**src/rtl/iob_reg_wr_arb.sv**
```systemverilog
// Round-robin write arbiter that owns one shared register.
// Requesters update the register through valid/ready handshakes, one write per grant.
module iob_reg_wr_arb #(
    parameter int unsigned          N_REQ    = 4,
    parameter int unsigned          DATA_W   = 32,
    parameter logic [DATA_W-1:0]    RST_VAL  = '0,
    parameter int unsigned          HOLD_CYC = 0
) (
    input  logic                      clk_i,
    input  logic                      arst_n_i,
    input  logic                      clr_i,
    input  logic [N_REQ-1:0]          req_valid_i,
    input  logic [N_REQ*DATA_W-1:0]   req_data_i,
    output logic [N_REQ-1:0]          req_ready_o,
    output logic [N_REQ-1:0]          grant_o,
    output logic [DATA_W-1:0]         data_o,
    output logic                      data_valid_o
);

    localparam int unsigned      IDX_W     = (N_REQ > 1) ? $clog2(N_REQ) : 1;
    localparam logic [IDX_W-1:0] IDX_LAST  = IDX_W'(N_REQ - 1);
    localparam logic [7:0]       HOLD_LAST = 8'((HOLD_CYC == 0) ? 0 : HOLD_CYC - 1);

    typedef enum logic [1:0] {
        ST_IDLE,
        ST_WRITE,
        ST_HOLD
    } state_t;

    state_t             state_q;
    logic [IDX_W-1:0]   ptr_q;
    logic [IDX_W-1:0]   g_q;
    logic [7:0]         cnt_q;
    logic [DATA_W-1:0]  data_q;
    logic               dv_q;
    logic [N_REQ-1:0]   grant_q;

    logic [IDX_W-1:0]   pick_d;
    logic               found;
    int unsigned        idx;
    logic               sel_valid;
    logic [DATA_W-1:0]  sel_data;
    logic [IDX_W-1:0]   ptr_d;

    // First requesting index scanning from ptr_q upward, wrapping.
    always_comb begin
        pick_d = '0;
        found  = 1'b0;
        idx    = 0;
        for (int unsigned i = 0; i < N_REQ; i++) begin
            idx = 32'(ptr_q) + i;
            if (idx >= N_REQ) begin
                idx = idx - N_REQ;
            end
            if (!found && req_valid_i[IDX_W'(idx)]) begin
                found  = 1'b1;
                pick_d = IDX_W'(idx);
            end
        end
    end

    // Valid and data of the latched owner.
    always_comb begin
        sel_valid = 1'b0;
        sel_data  = '0;
        for (int unsigned k = 0; k < N_REQ; k++) begin
            if (IDX_W'(k) == g_q) begin
                sel_valid = req_valid_i[IDX_W'(k)];
                sel_data  = req_data_i[k*DATA_W +: DATA_W];
            end
        end
    end

    assign ptr_d = (g_q == IDX_LAST) ? '0 : g_q + IDX_W'(1);

    // Ready follows the owner's valid combinationally; clear suppresses the handshake.
    assign req_ready_o = (state_q == ST_WRITE && !clr_i && sel_valid) ? grant_q : '0;

    always_ff @(posedge clk_i or negedge arst_n_i) begin
        if (!arst_n_i) begin
            state_q <= ST_IDLE;
            ptr_q   <= '0;
            g_q     <= '0;
            cnt_q   <= '0;
            data_q  <= RST_VAL;
            dv_q    <= 1'b0;
            grant_q <= '0;
        end else if (clr_i) begin
            state_q <= ST_IDLE;
            ptr_q   <= '0;
            g_q     <= '0;
            cnt_q   <= '0;
            data_q  <= RST_VAL;
            dv_q    <= 1'b0;
            grant_q <= '0;
        end else begin
            dv_q <= 1'b0;
            case (state_q)
                ST_IDLE: begin
                    if (found) begin
                        g_q     <= pick_d;
                        grant_q <= N_REQ'(1) << pick_d;
                        state_q <= ST_WRITE;
                    end
                end
                ST_WRITE: begin
                    grant_q <= '0;
                    state_q <= ST_IDLE;
                    if (sel_valid) begin
                        data_q <= sel_data;
                        dv_q   <= 1'b1;
                        ptr_q  <= ptr_d;
                        cnt_q  <= '0;
                        if (HOLD_CYC > 0) begin
                            state_q <= ST_HOLD;
                        end
                    end
                end
                ST_HOLD: begin
                    if (cnt_q == HOLD_LAST) begin
                        cnt_q   <= '0;
                        state_q <= ST_IDLE;
                    end else begin
                        cnt_q <= cnt_q + 8'd1;
                    end
                end
                default: begin
                    state_q <= ST_IDLE;
                    grant_q <= '0;
                end
            endcase
        end
    end

    assign grant_o      = grant_q;
    assign data_o       = data_q;
    assign data_valid_o = dv_q;

endmodule

```
**config.mk**
```make
export PLATFORM = sky130hd
export DESIGN_NAME = iob_reg_wr_arb
export DESIGN_NICKNAME = d
export VERILOG_FILES = /design/src/rtl/iob_reg_wr_arb.sv
export SDC_FILE = /design/constraint.sdc
export NUM_CORES = 1
export LEC_CHECK = 0
export ABC_AREA = 1
export CAP_MARGIN = 15
export CORE_MARGIN = 10
export CORE_UTILIZATION = 42
export CTS_CLUSTER_DIAMETER = 120
export DETAILED_ROUTE_END_ITERATION = 8
export HOLD_SLACK_MARGIN = 0.05
export PLACE_DENSITY = 0.87
export SYNTH_ARGS = -nofsm -noshare
export SYNTH_HDL_FRONTEND = slang
export SYNTH_SLANG_ARGS = --single-unit
```
**constraint.sdc**
```tcl
create_clock -name clk_i -period 3.96 [get_ports clk_i]
set_input_delay 0.99 -clock clk_i [delete_from_list [all_inputs] [get_ports clk_i]]
set_output_delay 0.99 -clock clk_i [all_outputs]
set_load 0.02 [all_outputs]
```
==> metrics.csv, run 1 <==
metric;value;unit
Critical-path top delay cell;clkdlybuf4s50_1;
nature of the critical path endpoint;output pin;
antenna-violating nets left;0;
fin. max-slew vios;0;
starting DRC count in detailed routing;131;
die area;11200;µm²
sequential fraction of the synthesis area;0.340;
crit-path cells;clkdlybuf4s50_1, nor2_1, o31ai_4, nand2_4, nor2_8, inv_2, nor2_1, clkdlybuf4s50_1;
final setup fails;0;
hold_sp;data_o[1];
H-tree depth;2;
Flop pwr share;0.241;
1st-pass router iterations;4;
synth unique cells;25;
main area contributors after synthesis;dfrtp_1, nand2_1, nand3_1;
PortBufs;175;
number of synthesized flops with an enable pin;0;
post-CTS sizing;0;
syn_area_per_cell;6.35;µm²
switch share;0.476;
clk root buf;clkbuf_8;
top-count cell post-synth;nand2_1;
post-synth top area share;0.340;
slowest stage delay, CP;0.63;ns
part of the power in combinational logic;0.651;
overflow left after global routing;0;
Max Root-Sink Buffers;2;
die width;106;µm
status;completed;
I/O Pins;176;
Routed wire per std cell;16.4;µm
Max IR drop VDD;260;µV
Hold Vio Cnt, Final;0;
Synth area leader;dfrtp_1;
clock latency on the worst-skew pair;0.28;ns
PwrDens;526;nW/µm²
CP arrival;2.80;ns
Final period util;0.957;
core area;7210;µm²
CTS Buf Count;5;
layout cells sized above 1;0.0467;
Fill cells;657;
P_int;1.36;mW
Crit path max-delay family;buffers and inverters;
cell area after layout;4940;µm²
ys async rst share;1.00;
Critical Path Start Type;primary input;
DR vias/cell;5.11;
WP data required;2.97;ns
height of the die;106;µm
Lkg Pwr;2.29;nW
most frequent cells after synthesis;nand2_1, nand3_1, o21ai_0, dfrtp_1, clkbuf_1;
Worst Max-Slew Pin Slew;0.968;ns
Layout area overhead;59.7;%
vias in the first global route;3744;
post-CTS setup buffers;0;
placer congestion estimate;0.891;
nets;780;
routed vias;3783;
Seq cells post-synth;42;
Hold Crit Class;reg -> reg;
crit path launch;req_valid_i[1];
global-route usage over all layers;0.207;
CTS tree;yes;
max cap viols;0;
Synthesized Nets;626;
Post-DP Area;4850;µm²
diode count;0;
CTS Hold Bufs;0;
WL final;12200;µm
max-slew headroom at the worst pin;0.355;
DRC viols;0;
Clock Skew;0.00235;ns
first-pass GRT wire length;18900;µm
std cell rows;31;
pin count of the biggest net entering global routing;65;
Setup CP Type;in -> out;
min cycle time layout;3.79;ns
clock slew at reported path FFs;0.08;ns
hold_ws;0.515;ns
worst path bufs/invs;3;
clock network power share;0.108;
Synth Warn #;0;
Clock Sinks;42;
mapped cell area;3090;µm²
Max Freq;264;MHz
RSZ-0062 raised after global routing;no;
P_sw;1.24;mW
setup TNS;0;ns
crit path max fanout;4;
Initial Utilization;0.429;
Primary FF master, synth;dfrtp_1;
initial antenna violation count;0;
cells after synthesis;487;
DP HPWL;9240;µm
R2R Path Start;g_q[0];
## layout by cell type (no fill, tap or decap), drive strengths merged
master	instances
a21boi	1
a21oi	11
buf	9
clkbuf	7
clkdlybuf4s50	174
clkinv	3
dfrtp	42
ha	4
inv	20
nand2	182
nand3	105
nand4	1
nor2	14
o21ai	68
o31ai	1
## state kept, by name (all words and copies together) (netlist names)
name and flops:
state_q 1, ptr_q 2, data_o 32, data_valid_o 1, g_q 2, grant_o 4
## final cells by class
type	instances	area, µm²	share of cell area
clock buffer	7	86.3	0.0175
clock inverter	1	5.00	0.00101
inverter	22	83.8	0.0170
multi-input combinational	387	1780	0.361
sequential	42	1050	0.213
tap	99	124	0.0251
timing repair buffer	183	1810	0.366
## final timing paths
kind	endpoint	slack, ns	cells after the start
max	req_ready_o[1]	0.17	8
max reg2reg	data_o[13]	1.68	9
min	data_o[1]	0.51	2
min reg2reg	data_o[1]	0.51	2
max in group asynchronous	data_o[6]	2.50	1
min in group asynchronous	grant_o[2]	0.86	1
## worst min-delay path: stages, from the launching register on
cell and delay [ns]:
dfrtp_1 0.35, nand3_1 0.08, nand2_1 0.06
## power by group through the flow
stage	clock network (mW)	registers [mW]	logic [mW]
after floorplan	0	0.729	1.00
after global placement	0	0.624	1.67
after detailed placement	0	0.631	1.70
after CTS	0.291	0.624	1.71
after global routing	0.308	0.640	1.89
final	0.281	0.625	1.69
## logic make-up after synthesis
kind of cell	Yosys count	synth area share
buf+inv	58	0.0845
compound gates	81	0.138
simple gates	302	0.421
fa+ha+maj	4	0.0162
flops	42	0.340
## routing by layer
layer	up-vias	GRT usage	part of all wire
li1	1902	-	-
met1	1698	0.227	0.38
met2	171	0.361	0.50
met3	12	0.0810	0.11
met4	0	0.0590	0.017
met5	-	0	0
## stage by stage
step                      utilization  total power [mW]  setup WS, ns  std cells
after global routing            0.685              2.83        0.0752        741
after detailed placement        0.672              2.34         0.160        733
final                           0.685              2.60         0.170        741
after CTS                       0.685              2.62         0.155        741
after global placement          0.672              2.29         0.234        733
after floorplan                     -              1.73          1.08        487
Power figures use the tool's default switching activity.
==> run 2: changes to the inputs <==
--- a/config.mk
+++ b/config.mk
@@ -8,11 +8,11 @@
 export ABC_AREA = 1
 export CAP_MARGIN = 15
 export CORE_MARGIN = 10
-export CORE_UTILIZATION = 42
+export CORE_UTILIZATION = 35
 export CTS_CLUSTER_DIAMETER = 120
 export DETAILED_ROUTE_END_ITERATION = 8
 export HOLD_SLACK_MARGIN = 0.05
-export PLACE_DENSITY = 0.87
+export PLACE_DENSITY = 0.75
 export SYNTH_ARGS = -nofsm -noshare
 export SYNTH_HDL_FRONTEND = slang
 export SYNTH_SLANG_ARGS = --single-unit
==> metrics.csv, run 2 (synthesis results as in run 1) <==
metric;value;unit;change
Max Freq;261;MHz;-1.0%
CTS Hold Bufs;0;;unchanged
Worst Max-Slew Pin Slew;0.970;ns;+0.00189 ns
Fill cells;847;;+29%
max FFs per register;32;;unchanged
hold path depth;2;;unchanged
initial antenna violation count;0;;unchanged
Setup WS post-layout;0.131;ns;-0.0393 ns
clk root buf;clkbuf_8;;
reg-to-reg setup timing slack;1.70;ns;+0.02 ns
Layout area overhead;61.8;%;
post-CTS sizing;0;;unchanged
overflow left after global routing;0;;unchanged
nets;781;;+0.13%
max cap viols;0;;unchanged
PwrDens;551;nW/µm²;+4.7%
global-route usage over all layers;0.188;;-0.0189
status;completed;;
layout cells sized above 1;0.0498;;+0.00304
RSZ-0062 raised after global routing;no;;
DR vias/cell;5.10;;-0.11%
most frequent cells in the layout;nand2_1, clkdlybuf4s50_1, nand3_1;;
H-tree depth;2;;unchanged
final core occ;0.577;;-0.108
height of the die;114;µm;+7.7%
fin. max-slew vios;0;;unchanged
setup TNS;0;ns;unchanged
R2R Path Start;g_q[0];;
Max IR drop VDD;241;µV;-7.4%
DP HPWL;9670;µm;+4.7%
first-pass GRT wire length;20000;µm;+5.9%
Clock Skew;0.00460;ns;+0.00226 ns
crit path max fanout;4;;unchanged
min cycle time layout;3.83;ns;+0.0393 ns
Routed wire per std cell;16.7;µm;+1.6%
CTS tree;yes;;
Clock Sinks;42;;unchanged
die area;13000;µm²;+16%
Critical Path Start Type;primary input;;
routed vias;3830;;+1.2%
Multi-input gate area;1780;µm²;unchanged
placer congestion estimate;0.833;;-6.5%
PortBufs;175;;unchanged
hold_sp;data_o[10];;
Setup CP Type;in -> out;;
Final period util;0.967;;+0.00992
pre-CTS WS;0.131;ns;-0.0292 ns
Hold Crit Class;reg -> reg;;
max-slew headroom at the worst pin;0.354;;-0.00126
starting DRC count in detailed routing;194;;+48%
CP arrival;2.84;ns;+0.04 ns
Max Root-Sink Buffers;2;;unchanged
1st-pass router iterations;4;;unchanged
WP data required;2.97;ns;about the same
CTS Buf Count;5;;unchanged
pin count of the biggest net entering global routing;57;;-12%
clock slew at reported path FFs;0.08;ns;about the same
Hold Vio Cnt, Final;0;;unchanged
nature of the critical path endpoint;output pin;;
WL final;12500;µm;+3.0%
most common cell after layout, fill and taps aside;nand2_1;;
post-CTS setup buffers;0;;unchanged
final setup fails;0;;unchanged
cells on worst reg2reg path;8;;-1
clock latency on the worst-skew pair;0.30;ns;+0.02 ns
die width;114;µm;+7.7%
FF/Latch Area;1050;µm²;unchanged
Hold EP;data_o[10];;
DRC viols;0;;unchanged
Lkg Pwr;2.32;nW;+1.1%
diode count;0;;unchanged
std cell rows;34;;+9.7%
I/O Pins;176;;unchanged
Initial Utilization;0.357;;-0.0723
RR Endpoint;data_o[4];;
core area;8680;µm²;+20%
antenna-violating nets left;0;;unchanged
vias in the first global route;3908;;+4.4%
==> run 2: changes by cell type in the layout (fill, tap and decap cells not counted), sizes merged <==
cell,change
clkbuf,-2
bufinv,+2
buf,+1
==> run 2: power by group <==
part	internal (mW)	switching (mW)
Combinational	0.686	1.03
Clock	0.253	0.163
Sequential	0.539	0.0841
Total	1.48	1.28
==> run 2: cell type report <==
class / count / share of cell area
Tap cell: 108 / 0.0270
Inverter: 22 / 0.0167
Clock buffer: 5 / 0.0137
Multi-Input combinational cell: 387 / 0.356
Timing Repair Buffer: 184 / 0.362
Sequential cell: 42 / 0.210
Clock inverter: 3 / 0.0137
==> run 2: worst max-delay path by stage <==
stage,from,end,cells past startpoint
3_5_place_dp,req_valid_i[1],req_ready_o[2],8
3_3_place_gp,req_valid_i[1],req_ready_o[1],8
6_report,req_valid_i[1],req_ready_o[2],8
2_1_floorplan,req_valid_i[1],req_ready_o[0],6
4_1_cts,req_valid_i[1],req_ready_o[2],8
5_1_grt,req_valid_i[1],req_ready_o[2],8
==> run 2: per-stage QoR <==
stage / area (µm²) / total power, mW / hold WS [ns] / cells
2_1_floorplan: 3090 / 1.73 / 0.530 / 487
3_3_place_gp: 4870 / 2.32 / 0.495 / 743
3_5_place_dp: 4870 / 2.35 / 0.495 / 743
4_1_cts: 5010 / 2.77 / 0.519 / 751
5_1_grt: 5010 / 3.02 / 0.543 / 751
6_report: 5010 / 2.76 / 0.512 / 751
==> run 2: layer usage <==
metal / track usage / vias to the layer above / wire length [µm] / share of wire
met5: 0 / - / 0 / 0
met4: 0.0451 / 0 / 155 / 0.012
met3: 0.0772 / 14 / 1390 / 0.11
met2: 0.322 / 166 / 6130 / 0.49
met1: 0.212 / 1743 / 4860 / 0.39
li1: - / 1907 / - / -
==> run 2: worst max-delay path, cell delays in order <==
cell and delay [ns]:
clkdlybuf4s50_1 0.52, nor2_1 0.10, o31ai_4 0.28, nand2_4 0.10
nor2_8 0.09, inv_2 0.05, nor2_1 0.08, clkdlybuf4s50_1 0.61
==> run 3: changes to the inputs <==
--- a/config.mk
+++ b/config.mk
@@ -8,11 +8,12 @@
 export ABC_AREA = 1
 export CAP_MARGIN = 15
 export CORE_MARGIN = 10
-export CORE_UTILIZATION = 35
+export CORE_UTILIZATION = 42
 export CTS_CLUSTER_DIAMETER = 120
 export DETAILED_ROUTE_END_ITERATION = 8
 export HOLD_SLACK_MARGIN = 0.05
-export PLACE_DENSITY = 0.75
+export PLACE_DENSITY = 0.87
 export SYNTH_ARGS = -nofsm -noshare
 export SYNTH_HDL_FRONTEND = slang
 export SYNTH_SLANG_ARGS = --single-unit
+export TNS_END_PERCENT = 30
==> results of run 3 <==
Final layout, timing and power as in run 1 (identical DEF).
